**config.mk**
```make
export PLATFORM = sky130hd
export DESIGN_NAME = eth_metadata_queue
export DESIGN_NICKNAME = d
export VERILOG_FILES = /design/src/rtl/eth_parser_pkg.sv /design/src/rtl/meta_fifo.sv /design/src/rtl/eth_metadata_queue.sv
export SDC_FILE = /design/constraint.sdc
export NUM_CORES = 1
export LEC_CHECK = 0
export CORE_MARGIN = 2
export CORE_UTILIZATION = 52
export DETAILED_ROUTE_END_ITERATION = 8
export MAX_ROUTING_LAYER = met4
export PLACE_DENSITY = 0.85
export SKIP_CTS_REPAIR_TIMING = 1
export SLEW_MARGIN = 10
export SYNTH_ARGS = -nofsm -noshare
export SYNTH_HDL_FRONTEND = slang
export SYNTH_SLANG_ARGS = --single-unit
```
**constraint.sdc**
```tcl
create_clock -name clk -period 2.5 [get_ports clk]
set_clock_uncertainty 0.2 [all_clocks]
set_input_delay 0.5 -clock clk [delete_from_list [all_inputs] [get_ports clk]]
set_output_delay 0.5 -clock clk [all_outputs]
set_load 0.02 [all_outputs]
```
**src/rtl/eth_parser_pkg.sv**
```systemverilog
// Shared Ethernet parser types: MAC address, per-frame metadata record and
// the default depth of the metadata output queue.
package eth_parser_pkg;

  typedef logic [47:0] mac_addr_t;

  typedef struct packed {
    mac_addr_t   dest_mac;
    mac_addr_t   src_mac;
    logic [15:0] ethertype;
    logic        vlan_present;
    logic [11:0] vlan_id;
    logic [4:0]  l2_header_len;
    logic        is_ipv4;
    logic        is_ipv6;
    logic        is_arp;
    logic        is_unknown;
  } eth_metadata_t;

  localparam int META_Q_DEPTH_DEFAULT = 4;

endpackage

```
**src/rtl/meta_fifo.sv**
```systemverilog
// Generic show-ahead synchronous FIFO. dout always presents the head entry;
// a push while full is accepted only if a pop happens in the same cycle.
module meta_fifo
  import eth_parser_pkg::*;
#(
  parameter int WIDTH = $bits(eth_metadata_t),
  parameter int DEPTH = META_Q_DEPTH_DEFAULT
) (
  input  logic                       clk,
  input  logic                       rst_n,
  input  logic                       push,
  input  logic                       pop,
  input  logic [WIDTH-1:0]           din,
  output logic [WIDTH-1:0]           dout,
  output logic                       full,
  output logic                       empty,
  output logic [$clog2(DEPTH+1)-1:0] count
);

  localparam int PTR_W = $clog2(DEPTH);
  localparam int CW    = $clog2(DEPTH+1);

  logic [WIDTH-1:0] mem_q [DEPTH];
  logic [PTR_W-1:0] rd_ptr_q, rd_ptr_d;
  logic [PTR_W-1:0] wr_ptr_q, wr_ptr_d;
  logic [CW-1:0]    count_q, count_d;
  logic             push_ok, pop_ok;

  assign full    = (count_q == CW'(DEPTH));
  assign empty   = (count_q == '0);
  assign pop_ok  = pop && !empty;
  assign push_ok = push && (!full || pop_ok);
  assign dout    = mem_q[rd_ptr_q];
  assign count   = count_q;

  always_comb begin
    // NOTE: every always_comb output gets a default first so no path leaves it unassigned (no latch).
    rd_ptr_d = rd_ptr_q;
    wr_ptr_d = wr_ptr_q;
    count_d  = count_q;
    if (pop_ok)  rd_ptr_d = rd_ptr_q + PTR_W'(1);
    if (push_ok) wr_ptr_d = wr_ptr_q + PTR_W'(1);
    if (push_ok && !pop_ok)      count_d = count_q + CW'(1);
    else if (!push_ok && pop_ok) count_d = count_q - CW'(1);
  end

  always_ff @(posedge clk or negedge rst_n) begin
    // NOTE: sequential state uses non-blocking (<=) so all flops update together at the edge.
    if (!rst_n) begin
      rd_ptr_q <= '0;
      wr_ptr_q <= '0;
      count_q  <= '0;
    end else begin
      rd_ptr_q <= rd_ptr_d;
      wr_ptr_q <= wr_ptr_d;
      count_q  <= count_d;
    end
  end

  // NOTE: storage is reset because the head record must read as all zeros out of reset.
  always_ff @(posedge clk or negedge rst_n) begin
    if (!rst_n) begin
      for (int i = 0; i < DEPTH; i++) mem_q[i] <= '0;
    end else if (push_ok) begin
      mem_q[wr_ptr_q] <= din;
    end
  end

endmodule

```
**src/rtl/eth_metadata_queue.sv**
```systemverilog
// Per-frame metadata capture and commit into a show-ahead queue with drop
// accounting. Define METADATA_QUEUE_STATS_EN to build the drop counters.
module eth_metadata_queue
  import eth_parser_pkg::*;
#(
  parameter int DEPTH = META_Q_DEPTH_DEFAULT,
  parameter int CNT_W = 16
) (
  input  logic                       clk,
  input  logic                       rst_n,
  input  logic                       frame_start,
  input  logic                       frame_end,
  input  logic                       frame_err,
  input  logic                       proto_valid,
  input  eth_metadata_t              md_in,
  output eth_metadata_t              m_metadata,
  output logic                       m_valid,
  input  logic                       m_ready,
  output logic [$clog2(DEPTH+1)-1:0] fill_level,
  output logic [CNT_W-1:0]           drop_full_cnt,
  output logic [CNT_W-1:0]           drop_err_cnt
);

  localparam int WIDTH = $bits(eth_metadata_t);

  eth_metadata_t    pending_q, pending_d;
  logic             captured_q, captured_d;
  logic             have_md, capture_en, push, pop, full, empty;
  eth_metadata_t    push_md;
  logic [WIDTH-1:0] fifo_dout;

  // A proto_valid alongside frame_start belongs to the new frame, never the ending one.
  assign have_md    = captured_q || (proto_valid && !frame_start);
  assign capture_en = proto_valid && (frame_start || (!captured_q && !frame_end));
  assign push_md    = captured_q ? pending_q : md_in;
  assign pop        = m_valid && m_ready;
  assign push       = frame_end && !frame_err && have_md && (!full || pop);
  assign m_valid    = !empty;
  assign m_metadata = fifo_dout;

  always_comb begin
    pending_d  = pending_q;
    captured_d = captured_q;
    if (capture_en) begin
      pending_d  = md_in;
      captured_d = 1'b1;
    end else if (frame_start || frame_end) begin
      captured_d = 1'b0;
    end
  end

  always_ff @(posedge clk or negedge rst_n) begin
    if (!rst_n) begin
      pending_q  <= '0;
      captured_q <= 1'b0;
    end else begin
      pending_q  <= pending_d;
      captured_q <= captured_d;
    end
  end

  meta_fifo #(
    .WIDTH (WIDTH),
    .DEPTH (DEPTH)
  ) u_fifo (
    .clk   (clk),
    .rst_n (rst_n),
    .push  (push),
    .pop   (pop),
    .din   (push_md),
    .dout  (fifo_dout),
    .full  (full),
    .empty (empty),
    .count (fill_level)
  );

`ifdef METADATA_QUEUE_STATS_EN
  logic             drop_full, drop_err;
  logic [CNT_W-1:0] drop_full_cnt_q, drop_full_cnt_d;
  logic [CNT_W-1:0] drop_err_cnt_q, drop_err_cnt_d;

  assign drop_err  = frame_end && frame_err;
  assign drop_full = frame_end && !frame_err && have_md && full && !pop;

  always_comb begin
    drop_full_cnt_d = drop_full_cnt_q;
    drop_err_cnt_d  = drop_err_cnt_q;
    if (drop_full && (drop_full_cnt_q != '1)) drop_full_cnt_d = drop_full_cnt_q + CNT_W'(1);
    if (drop_err && (drop_err_cnt_q != '1))   drop_err_cnt_d  = drop_err_cnt_q + CNT_W'(1);
  end

  always_ff @(posedge clk or negedge rst_n) begin
    if (!rst_n) begin
      drop_full_cnt_q <= '0;
      drop_err_cnt_q  <= '0;
    end else begin
      drop_full_cnt_q <= drop_full_cnt_d;
      drop_err_cnt_q  <= drop_err_cnt_d;
    end
  end

  assign drop_full_cnt = drop_full_cnt_q;
  assign drop_err_cnt  = drop_err_cnt_q;
`else
  assign drop_full_cnt = '0;
  assign drop_err_cnt  = '0;
`endif

endmodule

```
* Word-level counts from Yosys, hierarchy flattened
Index checks and enable logic that the tools add are counted.
** Word-level totals
- Bits in registers :: 678
- Input bits :: 141
- Output and inout bits :: 170
** Operators by class
- Add/subtract/negate cells :: 4
- Magnitude comparators :: 3
- Eq/ne operators :: 1
- Multiplexer cells :: 11
- Bitwise operators :: 2
- Reduce and logical (&&, ||, !) cells :: 28
** Operators by type and width (count)
- bitwise mux 536 bit :: 1
- 2-to-1 mux 134 bit :: 4
- binary-select mux 134 bit (select 2 bit) :: 1
- demux 134 bit (select 2 bit) :: 1
- logical AND 1 bit :: 12
- logical NOT 1 bit :: 8
- greater-or-equal comparator 3 bit, second input constant :: 2
- 2-to-1 mux 3 bit :: 2
- NOT 2 -> 3 bit :: 2
- logical OR 1 bit :: 5
- adder 2 x 1 -> 2 bit, second input constant :: 2
- nonzero test 2 bit :: 2
- adder 3 x 1 -> 3 bit, second input constant :: 1
- equality test 3 bit, second input constant :: 1
- logical NOT 3 bit :: 1
- less-than comparator 3 x 1 -> 1 bit, second input constant :: 1
- subtractor 3 x 1 -> 3 bit, second input constant :: 1
- 2-to-1 mux 1 bit :: 2

* Depth between registers and ports, before layout
- Depth in word-level cells :: 10
- Gate-level depth with buffers :: 9
- Mapped depth without buffers :: 8

* Hierarchy
A second synthesis with hierarchy kept.
** Second synthesis, totals
- Cells, all modules :: 2122
- Area, all modules :: 31810.5 um^2
** By module, submodules not included
- meta_fifo :: times used 1, cells each 1331, area an instance 23487.5 um^2
- eth_metadata_queue :: times used 1, cells each 791, area an instance 8323.0 um^2

* Worst setup path after synthesis
Ideal clock, no wire load.
- Kind :: input-to-reg
- Start point :: input port frame_err
- End point :: register u_fifo.count_q[2], in the netlist u_fifo.count[2]
- Library setup time :: 0.080 ns
- Data arrival time :: 2.294 ns
- Data required time :: 2.220 ns
- Setup slack :: -0.073 ns
- Stages :: 9
- Buffers on the path :: 1
- Cells stage by stage :: nand2b_1 > buf_1 > a211oi_1 > ha_1 > inv_1 > fa_1 > xor2_1 > nor2_1 > xor2_1
** Between the ends
- Word-level cells in the longest chain between the ends :: 8
- Elaborated cells on any way between the ends :: 10
- Those cells by class :: 1 x mux; 9 x reduce/logical
** RTL lines
- start: declaration :: line eth_metadata_queue.sv:13 : input logic frame_err,
- logical NOT 1 bit * :: line eth_metadata_queue.sv:37 : assign push = frame_end && !frame_err && have_md && (!full || pop);
- logical AND 1 bit * (3 in a row) :: line eth_metadata_queue.sv:37
- logical AND 1 bit * :: line meta_fifo.sv:32 : assign push_ok = push && (!full || pop_ok);
- net u_fifo.push_ok :: line meta_fifo.sv:27 : logic push_ok, pop_ok;
- logical NOT 1 bit :: line meta_fifo.sv:44 : else if (!push_ok && pop_ok) count_d = count_q - CW'(1);
- logical AND 1 bit :: line meta_fifo.sv:44
- nonzero test 2 bit (no line)
- end signal: assignment :: line meta_fifo.sv:56 : count_q <= count_d;
- end: declaration :: line meta_fifo.sv:26 : logic [CW-1:0] count_q, count_d;
Mark *: on every way through the listed nets, which the timed path passes. The rest lies on a longest branch.
A chain may end at the register's enable or synchronous reset.

==> qor.txt <==
# clock sinks -> 678
Peak Freq -> 0.343 GHz
Post-synth top area cell -> dfrtp_1
Status -> complete, but fails checks
CP Capture Type -> primary output
RSZ-0062 raised after global routing -> true
Yosys cell types -> 25
Mapped Cells -> 1805
Seq pwr share -> 0.372
Most used DFF post-synth -> dfrtp_1
Global route total overflow -> 0
Longest Clk Path Bufs -> 3
LEAKAGE -> 16.5 nW
Worst Setup Path Type -> reg2out
Reg2Reg Setup Slack -> 0.23 ns
Failing checks -> setup timing
Clock share of power -> 0.218
Most numerous cell in the Yosys netlist -> dfrtp_1
Setup WS post-layout -> -0.411 ns
Synth async-reset ratio -> 1.00
Synth top cells by count -> dfrtp_1, mux2_2, mux2_1
Core area -> 0.0576 mm^2
Initial antenna violation count -> 0
Ant diodes -> 0
Via count -> 17100
DRC -> 0
Final setup vio count -> 134
Worst skew pair latency -> 0.60 ns
Post-DP HPWL -> 47.2 mm
Max Transition Viols Final -> 0
Total net switching power -> 0.0161 W
Startpoint Class -> flop
NumNets Final -> 2338
Syn_area_per_cell -> 16.8 um^2
# fillers -> 3840
DRT iter0 DRCs -> 809
TritonCTS clock tree -> built
Setup tns final -> -45.19 ns
Drt first pass iters -> 4
CP max FO -> 13
Die W -> 245 um
Fin cells -> 3010
Cell internal pwr -> 0.0324 W
Slowest CP cell -> mux4_2
Die Ht -> 245 um
Total die area -> 0.0601 mm^2
Vias in the first global route -> 19400
Clk root buf -> clkbuf_16
Logic pwr share -> 0.410
Fin crit share -> 1.16
Synth area leaders -> dfrtp_1, mux2_2, mux4_2, mux2_1, buf_4
Synth Warn # -> 0
Arrival time at the worst endpoint -> 2.21 ns
Row count -> 88
First-pass GRT wire length -> 109 mm
Period minus WS final -> 2.91 ns
All-Layer GR Usage -> 0.242
PD cells -> 1300 mW/mm^2
Sequential fraction of the synthesis area -> 0.561
Port Buffers -> 278
Design Power -> 0.0485 W
Clock Pin Slew Worst Setup and Hold Paths -> 0.06 ns
Pin count of the biggest net entering global routing -> 78
Io pins -> 311
Max H-tree Level -> 3
Cells along the critical path -> buf_12 > buf_12 > mux4_2 > dlymetal6s2s_1
TritonCTS Buffers -> 70
Synth-to-Final Area Change -> 23.5%
Cell Area, Synth -> 0.0303 mm^2
Pre-CTS setup slack -> -0.543 ns
Layout cells sized above 1 -> 0.479
Top-area cell type share of the netlist area -> 0.561
Total wire length -> 69.6 mm
Final Hold Viols -> 0
Slew @ Worst Pin -> 0.617 ns
Average wire per standard cell -> 23.1 um
Yosys reg bits -> 678
Switching share of power -> 0.332
HP Class -> reg2reg
Antenna Nets Post-Route -> 0
Slew headroom -> 0.589
Placed Cells -> 2874
Worst EP required -> 1.80 ns
Most prevalent standard cell on the critical path -> buf_12
Worst IR Drop VDD -> 0.000824 V
Gpl congestion -> 0.779
Vias per cell -> 5.69
Largest stage delay on the critical path -> 0.54 ns
MaxCap Viol Count -> 0
Post-synth EDFFs -> 0
Initial Utilization -> 0.525
==> state kept, by name, summed over array words and instances (netlist names) <==
signal / flops
u_fifo.count: 3
pending_q: 134
u_fifo.rd_ptr_q: 2
u_fifo.mem_q: 536
captured_q: 1
u_fifo.wr_ptr_q: 2
==> per-stage QoR <==
stage | hold WS, ns | utilization | instance area [um^2]
floorplan | 0.00441 | - | 30400
global placement | 0.261 | 0.612 | 35200
detailed placement | 0.269 | 0.612 | 35200
CTS | -0.303 | 0.652 | 37600
global route | 0.298 | 0.649 | 37400
finish | 0.278 | 0.649 | 37400
==> worst max-delay path: cells and delay by family, from the launching register on <==
kind	cells	cell delay, ns
buffers and inverters	3	0.62
muxes	1	0.54
DFF	1	0.44
==> kinds of logic (layout without fill, tap and decap cells) <==
family                   after synthesis  count (layout)  share of synthesized area
multiplexers                         940             940                      0.400
flip-flops                           678             678                      0.561
buffers and inverters                158             567                     0.0284
AO/OA/AOI/OAI                          8               8                    0.00438
AND/OR/NAND/NOR                        8               8                    0.00194
adder cells (fa/ha/maj)                6               6                    0.00273
XOR/XNOR                               6               6                    0.00174
other                                  1              32                   0.000124
==> layer usage <==
layer,routed length [um],track usage,share of wire,vias to the layer above
li1,-,-,-,7379
met1,28800,0.302,0.41,9233
met2,35200,0.394,0.51,397
met3,3190,0.0435,0.046,119
met4,2410,0.0995,0.035,0
met5,0,-,0,-
==> worst paths after layout <==
| check | from | endpoint | depth (start not counted) |
|---|---|---|---|
| max in group asynchronous | rst_n | pending_q[58] | 4 |
| max reg2reg | u_fifo.count[2] | u_fifo.mem_q[414] | 6 |
| min reg2reg | u_fifo.mem_q[77] | u_fifo.mem_q[77] | 1 |
| min in group asynchronous | rst_n | pending_q[132] | 2 |
| max | u_fifo.rd_ptr_q[0] | m_metadata[88] | 4 |
| min | u_fifo.mem_q[77] | u_fifo.mem_q[77] | 1 |
==> power groups by stage <==
stage	clock network [W]	registers [W]	logic, W
after floorplan	0	0.0172	0.0127
after global placement	0	0.0176	0.0207
after detailed placement	0	0.0181	0.0212
after CTS	0.0108	0.0180	0.0214
after global routing	0.0112	0.0185	0.0210
final	0.0106	0.0180	0.0199
==> layout make-up <==
type / instances / area [um^2] / share of cell area
flip-flops and latches: 678 / 17000 / 0.454
repair buffers: 432 / 4490 / 0.120
multi-input cells: 1000 / 12600 / 0.336
clock inverters: 20 / 221 / 0.00593
well taps: 765 / 957 / 0.0256
clock buffers: 106 / 2130 / 0.0570
inverters: 9 / 33.8 / 0.000904
==> cell usage in the layout (no fill, tap or decap), drive strengths merged, types with 2 or more instances in the layout <==
| cell | Yosys | routed |
|---|---|---|
| clkdlybuf4s50 | 0 | 140 |
| dlymetal6s2s | 0 | 40 |
| a2111oi | 4 | 4 |
| inv | 9 | 13 |
| dfrtp | 678 | 678 |
| clkbuf | 35 | 172 |
| clkinv | 0 | 11 |
| mux4 | 134 | 134 |
| a21oi | 2 | 2 |
| ha | 5 | 5 |
| conb | 1 | 32 |
| nand2b | 2 | 2 |
| mux2 | 806 | 806 |
| xnor2 | 4 | 4 |
| nor2 | 2 | 2 |
| xor2 | 2 | 2 |
| bufinv | 0 | 4 |
| buf | 114 | 185 |
(Power assumes the default switching activity.)
==> RTL edit, RTL diff (same flow settings) <==
Set the parameter `CNT_W` to 32 (it was 16).
--- a/src/rtl/eth_metadata_queue.sv
+++ b/src/rtl/eth_metadata_queue.sv
@@ -4,7 +4,7 @@
   import eth_parser_pkg::*;
 #(
   parameter int DEPTH = META_Q_DEPTH_DEFAULT,
-  parameter int CNT_W = 16
+  parameter int CNT_W = 32
 ) (
   input  logic                       clk,
   input  logic                       rst_n,
Ports: changed (resized drop_err_cnt and drop_full_cnt); port bits go from 311 to 343. The function was not compared with the original's and may differ.
==> RTL edit against the original RTL <==
The flow still finishes with violations (setup timing); count of clock-buffer cells in the layout is 4 lower; power increased by 0.41%; wire length rose by 1.4%; maximum frequency hardly changed; sequential power about the same; die area grew 0.78%; global-route usage increased by 0.27 points; area after synthesis is 0.79% higher; sequential cell count did not move; final area up 0.37%; setup slack is essentially flat; critical endpoint is now m_metadata[1]; highest routed layer unchanged.
==> RTL edit: results (changes against the original RTL) <==
drt_iter0_drc: 853  # +5.4%
violations: "setup timing"
grt_util_met1_pct: 30.3  # +0.075 points
syn_area_per_cell_sq_um: 16.6  # -0.96%
outcome: "finished, violations left"
slowest_delay_ns: 0.51  # -0.03 ns
r2r_start: "u_fifo.count[0]"
layout-drive-gt1-share_pct: 47.1  # -0.83 points
use_met2_pct: 40.4  # +1.0 points
tightest_slew_ns: 0.555  # -0.0615 ns
synthTopCellsByCount: "dfrtp_1 (678), mux2_2 (566), mux2_1 (240), mux4_2 (134), buf_4 (88)"
r2r_slack_ns: 0.07  # -0.16 ns
fill_cells: 3920  # +2.1%
worst_slack_ns: -0.411  # +0.0000530 ns
grt_pass1_wl_um: 111000  # +2.1%
met3_usage_pct: 4.32  # -0.027 points
dp_cells: 2895  # +0.73%
setup_violations: 134  # unchanged
peakVddDrop_mv: 0.767  # -6.9%
htreeDepth: 3  # unchanged
min_path_type: "input port to async pin"
setup_tns_ns: -43.50  # +1.69 ns
reg2reg_to: "u_fifo.count[1]"
p_sw_share_pct: 32.9  # -0.29 points
num_vias: 17200  # +0.22%
layout.nets: 2365  # +1.2%
wl_per_cell_um: 23.2  # +0.14%
cp_max_fo: 5  # -8
grt_pass1_vias: 19600  # +1.1%
multi_input_area_sq_um: 12700  # +1.0%
firstDrtPassIters: 5  # +1
final_cells: 3047  # +1.2%
hold_ws_ns: 0.250  # -0.0274 ns
track_usage_pct: 24.5  # +0.27 points
synthTopCellsByArea: "dfrtp_1 (56%), mux2_2 (21%), mux4_2 (9.9%), mux2_1 (8.9%), buf_4 (2.2%)"
cts_buffers: 71  # +1.4%
place_area_sq_um: 35200  # -0.18%
## RTL edit: power by group through the flow
stage	sequential (uW)	combinational (uW)	clock, uW
finish	18000	19800	10900
global route	18500	21000	11600
CTS	18000	21100	11100
detailed placement	18100	20900	0
global placement	17600	20400	0
floorplan	17200	12800	0
## RTL edit: logic make-up after synthesis
family	Yosys count	share of synthesized area, %
buf+inv	190	3.61
xor+xnor	6	0.172
other cells	1	0.0123
flops	678	55.6
mux	940	39.7
simple gates	8	0.193
fa+ha+maj	6	0.271
compound gates	8	0.435
## RTL edit: final cells by class
cell class	instances	share of cell area (%)
antenna	8	0.0534
clock buffer	102	5.53
clock inverter	27	0.921
inverter	9	0.0901
multi-input combinational	1032	33.8
sequential	678	45.3
tap	765	2.55
timing repair buffer	426	11.8
## RTL edit: layer usage
metal,part of all wire [%],vias up
met3,4.9,124
li1,-,7434
met5,0,-
met1,40,9168
met4,3.1,0
met2,52,440
